$ cat config.mk
export PLATFORM = sky130hd
export DESIGN_NAME = led_heartbeat
export DESIGN_NICKNAME = d
export VERILOG_FILES = /design/src/rtl/led_pkg.sv /design/src/rtl/led_tick_gen.sv /design/src/rtl/led_heartbeat.sv
export SDC_FILE = /design/constraint.sdc
export NUM_CORES = 1
export LEC_CHECK = 0
export CAP_MARGIN = 20
export CORE_MARGIN = 3
export CORE_UTILIZATION = 60
export CTS_CLUSTER_DIAMETER = 80
export CTS_CLUSTER_SIZE = 14
export DETAILED_ROUTE_END_ITERATION = 8
export HOLD_SLACK_MARGIN = 0.1
export PLACE_DENSITY_LB_ADDON = 0.2
export SLEW_MARGIN = 20
export SYNTH_ARGS = -nofsm -noshare
export SYNTH_HDL_FRONTEND = slang
export SYNTH_SLANG_ARGS = --single-unit
$ cat constraint.sdc
create_clock -name clk_128M -period 5.6 [get_ports clk_128M]
set_input_delay 1.12 -clock clk_128M [delete_from_list [all_inputs] [get_ports clk_128M]]
set_output_delay 1.12 -clock clk_128M [all_outputs]
set_load 0.01 [all_outputs]
$ cat src/rtl/led_pkg.sv
// Shared definitions for the board "alive" LED: pattern encodings,
// the heartbeat flash mask and the LED drive selection.
package led_pkg;

   // Pattern select as presented on the mode pins.
   typedef enum logic [1:0] {
      MODE_OFF       = 2'b00,
      MODE_ON        = 2'b01,
      MODE_BLINK     = 2'b10,
      MODE_HEARTBEAT = 2'b11
   } led_mode_e;

   // One bit per half-period phase. A set bit lights the LED for that
   // whole half-period, giving two short flashes per eight half-periods.
   localparam logic [7:0] HB_MASK = 8'b0000_0101;

   // LED value for the coming cycle. It takes the blink and phase values
   // that the same clock edge is about to store, so the LED never lags the
   // pattern state by a cycle.
   function automatic logic led_drive(input led_mode_e  m,
                                      input logic       blink_nxt,
                                      input logic [2:0] phase_nxt);
      logic lit;
      lit = 1'b0;
      case (m)
         MODE_OFF:       lit = 1'b0;
         MODE_ON:        lit = 1'b1;
         MODE_BLINK:     lit = blink_nxt;
         MODE_HEARTBEAT: lit = HB_MASK[phase_nxt];
         default:        lit = 1'b0;
      endcase
      return lit;
   endfunction

endpackage

$ cat src/rtl/led_tick_gen.sv
// Free-running half-period prescaler for the LED pattern engine.
// Produces a registered one-cycle tick at every half-period boundary and a
// same-cycle wrap indication so the owner can update state on that edge.
module led_tick_gen #(
   parameter int CLK_FREQ_HZ = 128_000_000,
   parameter int BLINK_HZ    = 1
) (
   input  logic clk_128M,
   input  logic rst_n,
   output logic tick_o,
   output logic wrap_o
);

   localparam int HALF  = CLK_FREQ_HZ / (2 * BLINK_HZ);
   localparam int CNT_W = (HALF > 1) ? $clog2(HALF) : 1;
   localparam logic [CNT_W-1:0] LAST = CNT_W'(HALF - 1);

   // A fractional or sub-two-cycle half-period cannot be represented.
   if ((HALF < 2) || ((HALF * 2 * BLINK_HZ) != CLK_FREQ_HZ)) begin : g_bad_params
      $error("led_tick_gen: CLK_FREQ_HZ/(2*BLINK_HZ) must be an exact integer >= 2");
   end

   logic [CNT_W-1:0] cnt;

   // High while the counter sits on its last count; the next edge wraps it.
   assign wrap_o = (cnt == LAST);

   // Count 0..HALF-1 regardless of pattern; strobe tick on the wrap edge.
   always_ff @(posedge clk_128M) begin
      if (!rst_n) begin
         cnt    <= '0;
         tick_o <= 1'b0;
      end else if (wrap_o) begin
         cnt    <= '0;
         tick_o <= 1'b1;
      end else begin
         cnt    <= cnt + 1'b1;
         tick_o <= 1'b0;
      end
   end

endmodule

$ cat src/rtl/led_heartbeat.sv
// Board-level "alive" indicator for led[7]. Divides the fabric clock into
// half-period ticks and turns them into off / on / blink / heartbeat
// patterns on one registered LED output.
module led_heartbeat
   import led_pkg::*;
#(
   parameter int CLK_FREQ_HZ = 128_000_000,
   parameter int BLINK_HZ    = 1
) (
   input  logic       clk_128M,
   input  logic       rst_n,
   input  logic [1:0] mode,
   output logic       led,
   output logic       tick
);

   logic       wrap;
   logic       blink;
   logic [2:0] phase;
   logic       blink_nxt;
   logic [2:0] phase_nxt;

   led_tick_gen #(
      .CLK_FREQ_HZ (CLK_FREQ_HZ),
      .BLINK_HZ    (BLINK_HZ)
   ) u_tick_gen (
      .clk_128M (clk_128M),
      .rst_n    (rst_n),
      .tick_o   (tick),
      .wrap_o   (wrap)
   );

   // Pattern state advances on the same edge the prescaler wraps, so the
   // blink toggle and the tick rise together. Mode never disturbs it.
   assign blink_nxt = wrap ? ~blink : blink;
   assign phase_nxt = wrap ? (phase + 3'd1) : phase;

   // Hold the pattern state and register the selected LED drive.
   always_ff @(posedge clk_128M) begin
      if (!rst_n) begin
         blink <= 1'b0;
         phase <= 3'd0;
         led   <= 1'b0;
      end else begin
         blink <= blink_nxt;
         phase <= phase_nxt;
         led   <= led_drive(led_mode_e'(mode), blink_nxt, phase_nxt);
      end
   end

endmodule

==> metrics.md, run 1 <==
| Metric | Value |
|---|---|
| Run status | finished, final reports clean |
| Drt wl/cell | 12.7 um |
| Max IR drop VDD | 0.228 mV |
| Max_slew headroom | 35.7% |
| # Max-Cap Violations | 0 |
| Final hold violation count | 0 |
| Setup CP Type | flip-flop to flip-flop |
| Int Pwr | 0.000276 W |
| Hold Path Class | flip-flop to flip-flop |
| Synth top area cells | dfxtp_1 43%, xnor2_1 9.5%, nor2_1 8.9% |
| Number of global-route vias before repair | 1053 |
| Leading area contributor after synthesis | dfxtp_1 |
| Num CTS Buffers | 5 |
| Combinational group share of total power | 3.1% |
| CTS tree | done |
| Clock root buffer | clkbuf_4 |
| Bufs on Longest Clock Path | 2 |
| Core area | 2280 um2 |
| Number of hold buffers added after CTS | 0 |
| # nets final | 174 |
| Clk sinks | 32 |
| GPL Wtd Cong | 0.690 |
| Die ar. | 3090 um2 |
| Drt pass-1 iters | 4 |
| Sw Pwr | 0.0000788 W |
| Remaining routing DRC violations | 0 |
| Switching part of the total power | 22.2% |
| Worst-path maximum fanout | 25 |
| Crit share post-route | 45.4% |
| Worst-case reg-to-reg path depth | 6 |
| R2R Setup Slk | 3060 ps |
| Final wirelength | 2.46 mm |
| First-pass GRT wire length | 4.38 mm |
| Post-route ant nets | 0 |
| Num rows | 17 |
| Reg-to-reg endpoint | u_tick_gen.cnt[20] |
| Initial DRC Count | 22 |
| Cell variety after synth | 32 |
| Power, Total | 0.000355 W |
| Commonest non-fill, non-tap cell in the layout | nor2_1 |
| Setup Buffers After CTS | 0 |
| Port bufs | 5 |
| Fin Setup TNS | 0 ps |
| Grt ovf | 0 |
| Worst Setup End Kind | flip-flop |
| H-tree level count | 2 |
| Placed wire-length estimate | 1.70 mm |
| Avg Inst Size Synth | 9.23 um2 |
| Synth-to-layout area growth | 6.02% |
| Flop pwr share | 65.3% |
| Commonest non-fill, non-tap cells in the layout | 35 x nor2_1, 32 x dfxtp_1, 16 x xnor2_1, 12 x xor2_1, 11 x nand2_1 |
| Max-slew violations | 0 |
| Worst Setup Start Kind | flip-flop |
| Worst setup path endpoint | u_tick_gen.cnt[20] |
| Unrepaired setup endpoints after global routing | no |
| Via/cell ratio | 5.62 |
| Chip Width | 55.6 um |
| Vias | 1091 |
| Post-Syn Area | 1480 um2 |
| Cell Pwr Density | 227 nW/um2 |
| N_diodes | 0 |
| Tightest Pin Transition | 964 ps |
| FF-to-FF Start | u_tick_gen.cnt[0] |
| Die H | 55.6 um |
| Yosys reg bits | 32 |
| Clock network power share | 31.6% |
| Mapped Cells | 160 |
| Io pins | 6 |
| Final min period | 2540 ps |
| Clk slew on worst S/H paths | 80 ps |
| Ys Warns | 0 |
| Total global-route track usage | 18.4% |
| Total nets after synthesis | 166 |
| Critical Path RT | 5780 ps |
| Leakage power | 0.564 nW |
| Share of cells above drive strength 1 | 8.43% |
| Worst setup path startpoint | u_tick_gen.cnt[0] |
| Register area share after synthesis | 43.4% |
| Setup Viol. Count Final | 0 |
| Worst hold slack | 488 ps |
| Post-CTS resize count | 0 |
| Initial Util | 64.9% |
| Largest net degree at the start of global routing | 26 |
| Yosys top cell area share | 43.4% |
| Clock latency on the worst-skew pair | 330 ps |
| Worst path arrival time | 2720 ps |
| Fillers | 187 |
| Initial antenna violation count | 0 |
| Post-Route Skew | 10.4 ps |
| Max Freq | 393 MHz |
-- synthesized netlist by cell type, drive strengths merged --
cell / n
and4: 2
and3: 5
nor2: 36
or3: 1
nor3b: 1
inv: 5
or4: 1
nor4b: 1
nand2b: 1
o31a: 1
buf: 4
xnor2: 16
a311oi: 1
xor2: 12
nor4bb: 1
nand4b: 1
nand2: 11
nor4: 5
ha: 2
mux2i: 1
o32ai: 1
nand3: 7
or2b: 1
nand4: 6
nor3: 5
dfxtp: 32
-- metal layers --
layer  up-vias  track usage [%]  wire (um)
met5         -                0          0
met4         0             10.4         59
met3         6             7.66        107
met2        19             28.9       1140
met1       509             20.9       1150
li1        557                -          -
-- worst max-delay path, stage by stage, from the launching register on --
cell      delay, ps
dfxtp_1         390
ha_1            220
nand3_1         160
or3_4           400
nor3_4          300
nand2b_1        790
nor2_1          120
-- worst min-delay path by stage --
stage / from / end / slack [ps] / depth (start not counted)
after global placement: u_tick_gen.cnt[0] / u_tick_gen.cnt[0] / 460 / 1
after detailed placement: u_tick_gen.cnt[0] / u_tick_gen.cnt[0] / 480 / 1
after floorplan: u_tick_gen.cnt[0] / u_tick_gen.cnt[0] / 440 / 1
final: u_tick_gen.cnt[0] / u_tick_gen.cnt[0] / 490 / 1
after CTS: u_tick_gen.cnt[0] / u_tick_gen.cnt[0] / 500 / 1
after global routing: u_tick_gen.cnt[0] / u_tick_gen.cnt[0] / 530 / 1
-- metrics by stage --
step	setup WS [ps]	cell area [um2]	cells	utilization, %
global placement	3080	1530	189	67.1
finish	3060	1570	194	68.8
floorplan	3720	1480	160	-
CTS	3030	1570	194	68.8
global route	2800	1570	194	68.8
detailed placement	3030	1530	189	67.1
-- logic make-up after synthesis --
family / after synthesis / share of synthesized area, %
mux: 1 / 0.678
simple gates: 85 / 32.2
buf+inv: 9 / 3.56
compound gates: 3 / 1.86
flops: 32 / 43.4
fa+ha+maj: 2 / 1.69
xor+xnor: 28 / 16.6
-- flip-flops by register name (all words and copies together), names as in the netlist --
name	flops
blink	1
led	1
phase	3
u_tick_gen.cnt	26
u_tick_gen.tick_o	1
-- power groups by stage --
stage	registers (W)	logic (W)	clock network, W
after floorplan	0.000237	0.00000768	0
after global placement	0.000237	0.0000107	0
after detailed placement	0.000237	0.0000112	0
after global routing	0.000232	0.0000123	0.000125
final	0.000232	0.0000110	0.000112
after CTS	0.000232	0.0000112	0.000117
-- area by class of cell --
| cell class | instances | area [um2] | area share (%) |
|---|---|---|---|
| tap | 28 | 35.0 | 2.24 |
| inverter | 5 | 18.8 | 1.20 |
| sequential | 32 | 641 | 40.9 |
| timing repair buffer | 5 | 50.0 | 3.20 |
| clock buffer | 5 | 37.5 | 2.40 |
| multi-input combinational | 119 | 783 | 50.0 |
No activity file was read; power rests on OpenSTA's default activity.
==> run 2: changes to the inputs <==
--- a/config.mk
+++ b/config.mk
@@ -7,7 +7,7 @@
 export LEC_CHECK = 0
 export CAP_MARGIN = 20
 export CORE_MARGIN = 3
-export CORE_UTILIZATION = 60
+export CORE_UTILIZATION = 58
 export CTS_CLUSTER_DIAMETER = 80
 export CTS_CLUSTER_SIZE = 14
 export DETAILED_ROUTE_END_ITERATION = 8
==> constraint.sdc (replaced) <==
create_clock -name clk_128M -period 2.5 [get_ports clk_128M]
set_input_delay 0.5 -clock clk_128M [delete_from_list [all_inputs] [get_ports clk_128M]]
set_output_delay 0.5 -clock clk_128M [all_outputs]
set_load 0.01 [all_outputs]
==> metrics.md, run 2 (synthesized netlist as in run 1, its figures left out) <==
| Metric | Value |
|---|---|
| Placed wire-length estimate | 1.72 mm (was 1.70 mm) |
| Power, Total | 0.000986 W (was 0.000355 W) |
| R2R Setup Slk | 440 ps (was 3060 ps) |
| Die ar. | 3190 um2 (was 3090 um2) |
| Crit share post-route | 82.5% (was 45.4%) |
| Initial antenna violation count | 0 (unchanged) |
| CTS tree | done (unchanged) |
| Unrepaired setup endpoints after global routing | no (unchanged) |
| H-tree level count | 2 (unchanged) |
| Via/cell ratio | 5.46 (was 5.62) |
| Initial DRC Count | 16 (was 22) |
| Cell Pwr Density | 602 nW/um2 (was 227 nW/um2) |
| Chip Width | 56.5 um (was 55.6 um) |
| Post-route ant nets | 0 (unchanged) |
| Final hold violation count | 0 (unchanged) |
| Worst-path maximum fanout | 25 (unchanged) |
| Number of global-route vias before repair | 1061 (was 1053) |
| Share of cells above drive strength 1 | 11.1% (was 8.43%) |
| Tightest Pin Transition | 348 ps (was 964 ps) |
| Setup Buffers After CTS | 0 (unchanged) |
| Worst path arrival time | 2280 ps (was 2720 ps) |
| GPL Wtd Cong | 0.759 (was 0.690) |
| Run status | finished, final reports clean (unchanged) |
| Die H | 56.5 um (was 55.6 um) |
| Remaining routing DRC violations | 0 (unchanged) |
| Num CTS Buffers | 5 (unchanged) |
| # Max-Cap Violations | 0 (unchanged) |
| Worst Setup End Kind | flip-flop (unchanged) |
| Bufs on Longest Clock Path | 2 (unchanged) |
| Synth-to-layout area growth | 10.9% (was 6.02%) |
| Drt pass-1 iters | 5 (was 4) |
| Vias | 1086 (was 1091) |
| Post-Route Skew | 10.5 ps (was 10.4 ps) |
| Max reg flops | 26 (unchanged) |
| Max_slew headroom | 76.8% (was 35.7%) |
| Post-CTS resize count | 0 (unchanged) |
| Commonest non-fill, non-tap cells in the layout | 35 x nor2_1, 32 x dfxtp_1, 16 x xnor2_1, 12 x xor2_1, 11 x nand2_1 (unchanged) |
| First-pass GRT wire length | 4.39 mm (was 4.38 mm) |
| CP top delay family | simple AND/OR/NAND/NOR gates (unchanged) |
| Max IR drop VDD | 0.460 mV (was 0.228 mV) |
| Max Freq | 485 MHz (was 393 MHz) |
| Commonest non-fill, non-tap cell in the layout | nor2_1 (unchanged) |
| Clk sinks | 32 (unchanged) |
| N_diodes | 0 (unchanged) |
| CP Cell Sequence | ha_1, nand3_1, or3_4, nor3_4, nand2b_1, buf_4, nor2_1 (was ha_1, nand3_1, or3_4, nor3_4, nand2b_1, nor2_1) |
| Core area | 2320 um2 (was 2280 um2) |
| Critical Path RT | 2720 ps (was 5780 ps) |
| Setup CP Type | flip-flop to flip-flop (unchanged) |
| Placed cell areas | 1540 um2 (was 1530 um2) |
| Grt ovf | 0 (unchanged) |
| Initial Util | 63.7% (was 64.9%) |
| Clock root buffer | clkbuf_4 (unchanged) |
| Drt wl/cell | 12.0 um (was 12.7 um) |
| Total global-route track usage | 17.5% (was 18.4%) |
| Leakage power | 0.603 nW (was 0.564 nW) |
| Worst Setup Start Kind | flip-flop (unchanged) |
| Slowest stage delay, CP | 400 ps (was 790 ps) |
| Largest net degree at the start of global routing | 26 (unchanged) |
| Clk slew on worst S/H paths | 100 ps (was 80 ps) |
| Number of buffer and inverter stages on the critical path | 1 (was 0) |
| Max-slew violations | 0 (unchanged) |
| Biggest regs | u_tick_gen.cnt (26), phase (3) (unchanged) |
| Final min period | 2060 ps (was 2540 ps) |
| Number of hold buffers added after CTS | 0 (unchanged) |
| Port bufs | 5 (unchanged) |
| Final wirelength | 2.38 mm (was 2.46 mm) |
| Clock latency on the worst-skew pair | 340 ps (was 330 ps) |
| Final instance area | 1640 um2 (was 1570 um2) |
| Hold Path Class | flip-flop to flip-flop (unchanged) |
| Fin Setup TNS | 0 ps (unchanged) |
| Slowest cell on crit path | dfxtp_1 (was nand2b_1) |
| Setup Viol. Count Final | 0 (unchanged) |
| Num rows | 17 (unchanged) |
| Fillers | 192 (was 187) |
| Io pins | 6 (unchanged) |
| Largest Register | u_tick_gen.cnt (unchanged) |
| # nets final | 176 (was 174) |
==> run 2: cell count changes in the layout (fill, tap and decap cells not counted), sizes merged <==
cell	previous run	this run
buf	0	2
clkbuf	5	7
bufinv	0	1
==> run 2: cell type report <==
cell class                 instances  area, um2  area share [%]
clock inverter                     1       30.0            1.83
tap                               28       35.0            2.14
clock buffer                       7       65.1            3.97
inverter                           5       18.8            1.15
timing repair buffer               7       65.1            3.97
sequential                        32        641            39.1
multi-input combinational        119        783            47.8
==> run 2: metrics by stage <==
step	util [%]	setup slack, ps	hold slack (ps)	cells
floorplan	-	615	438	160
global placement	66.5	519	453	191
detailed placement	66.5	422	484	191
CTS	70.6	400	508	199
global route	70.6	237	533	199
finish	70.6	437	496	199
==> run 2: layer usage <==
layer,GRT usage (%),part of all wire (%),vias to the layer above
met1,20.6,46,502
met4,8.14,1.3,0
li1,-,-,563
met3,6.67,4.8,5
met5,0,0,-
met2,27.7,48,16
==> run 2: path summary, 6_finish.rpt <==
path,start,end,cells past startpoint
worst max-delay path,u_tick_gen.cnt[0],u_tick_gen.cnt[20],7
worst min register to register,u_tick_gen.cnt[0],u_tick_gen.cnt[0],1
worst min-delay path,u_tick_gen.cnt[0],u_tick_gen.cnt[0],1
worst max register to register,u_tick_gen.cnt[0],u_tick_gen.cnt[20],7
==> run 2: power by group <==
| group | switching, W | total, W | internal, W | leakage [nW] |
|---|---|---|---|---|
| Sequential | 0.00000493 | 0.000519 | 0.000514 | 0.259 |
| Clock | 0.000175 | 0.000441 | 0.000265 | 0.0515 |
| Combinational | 0.0000142 | 0.0000259 | 0.0000117 | 0.293 |
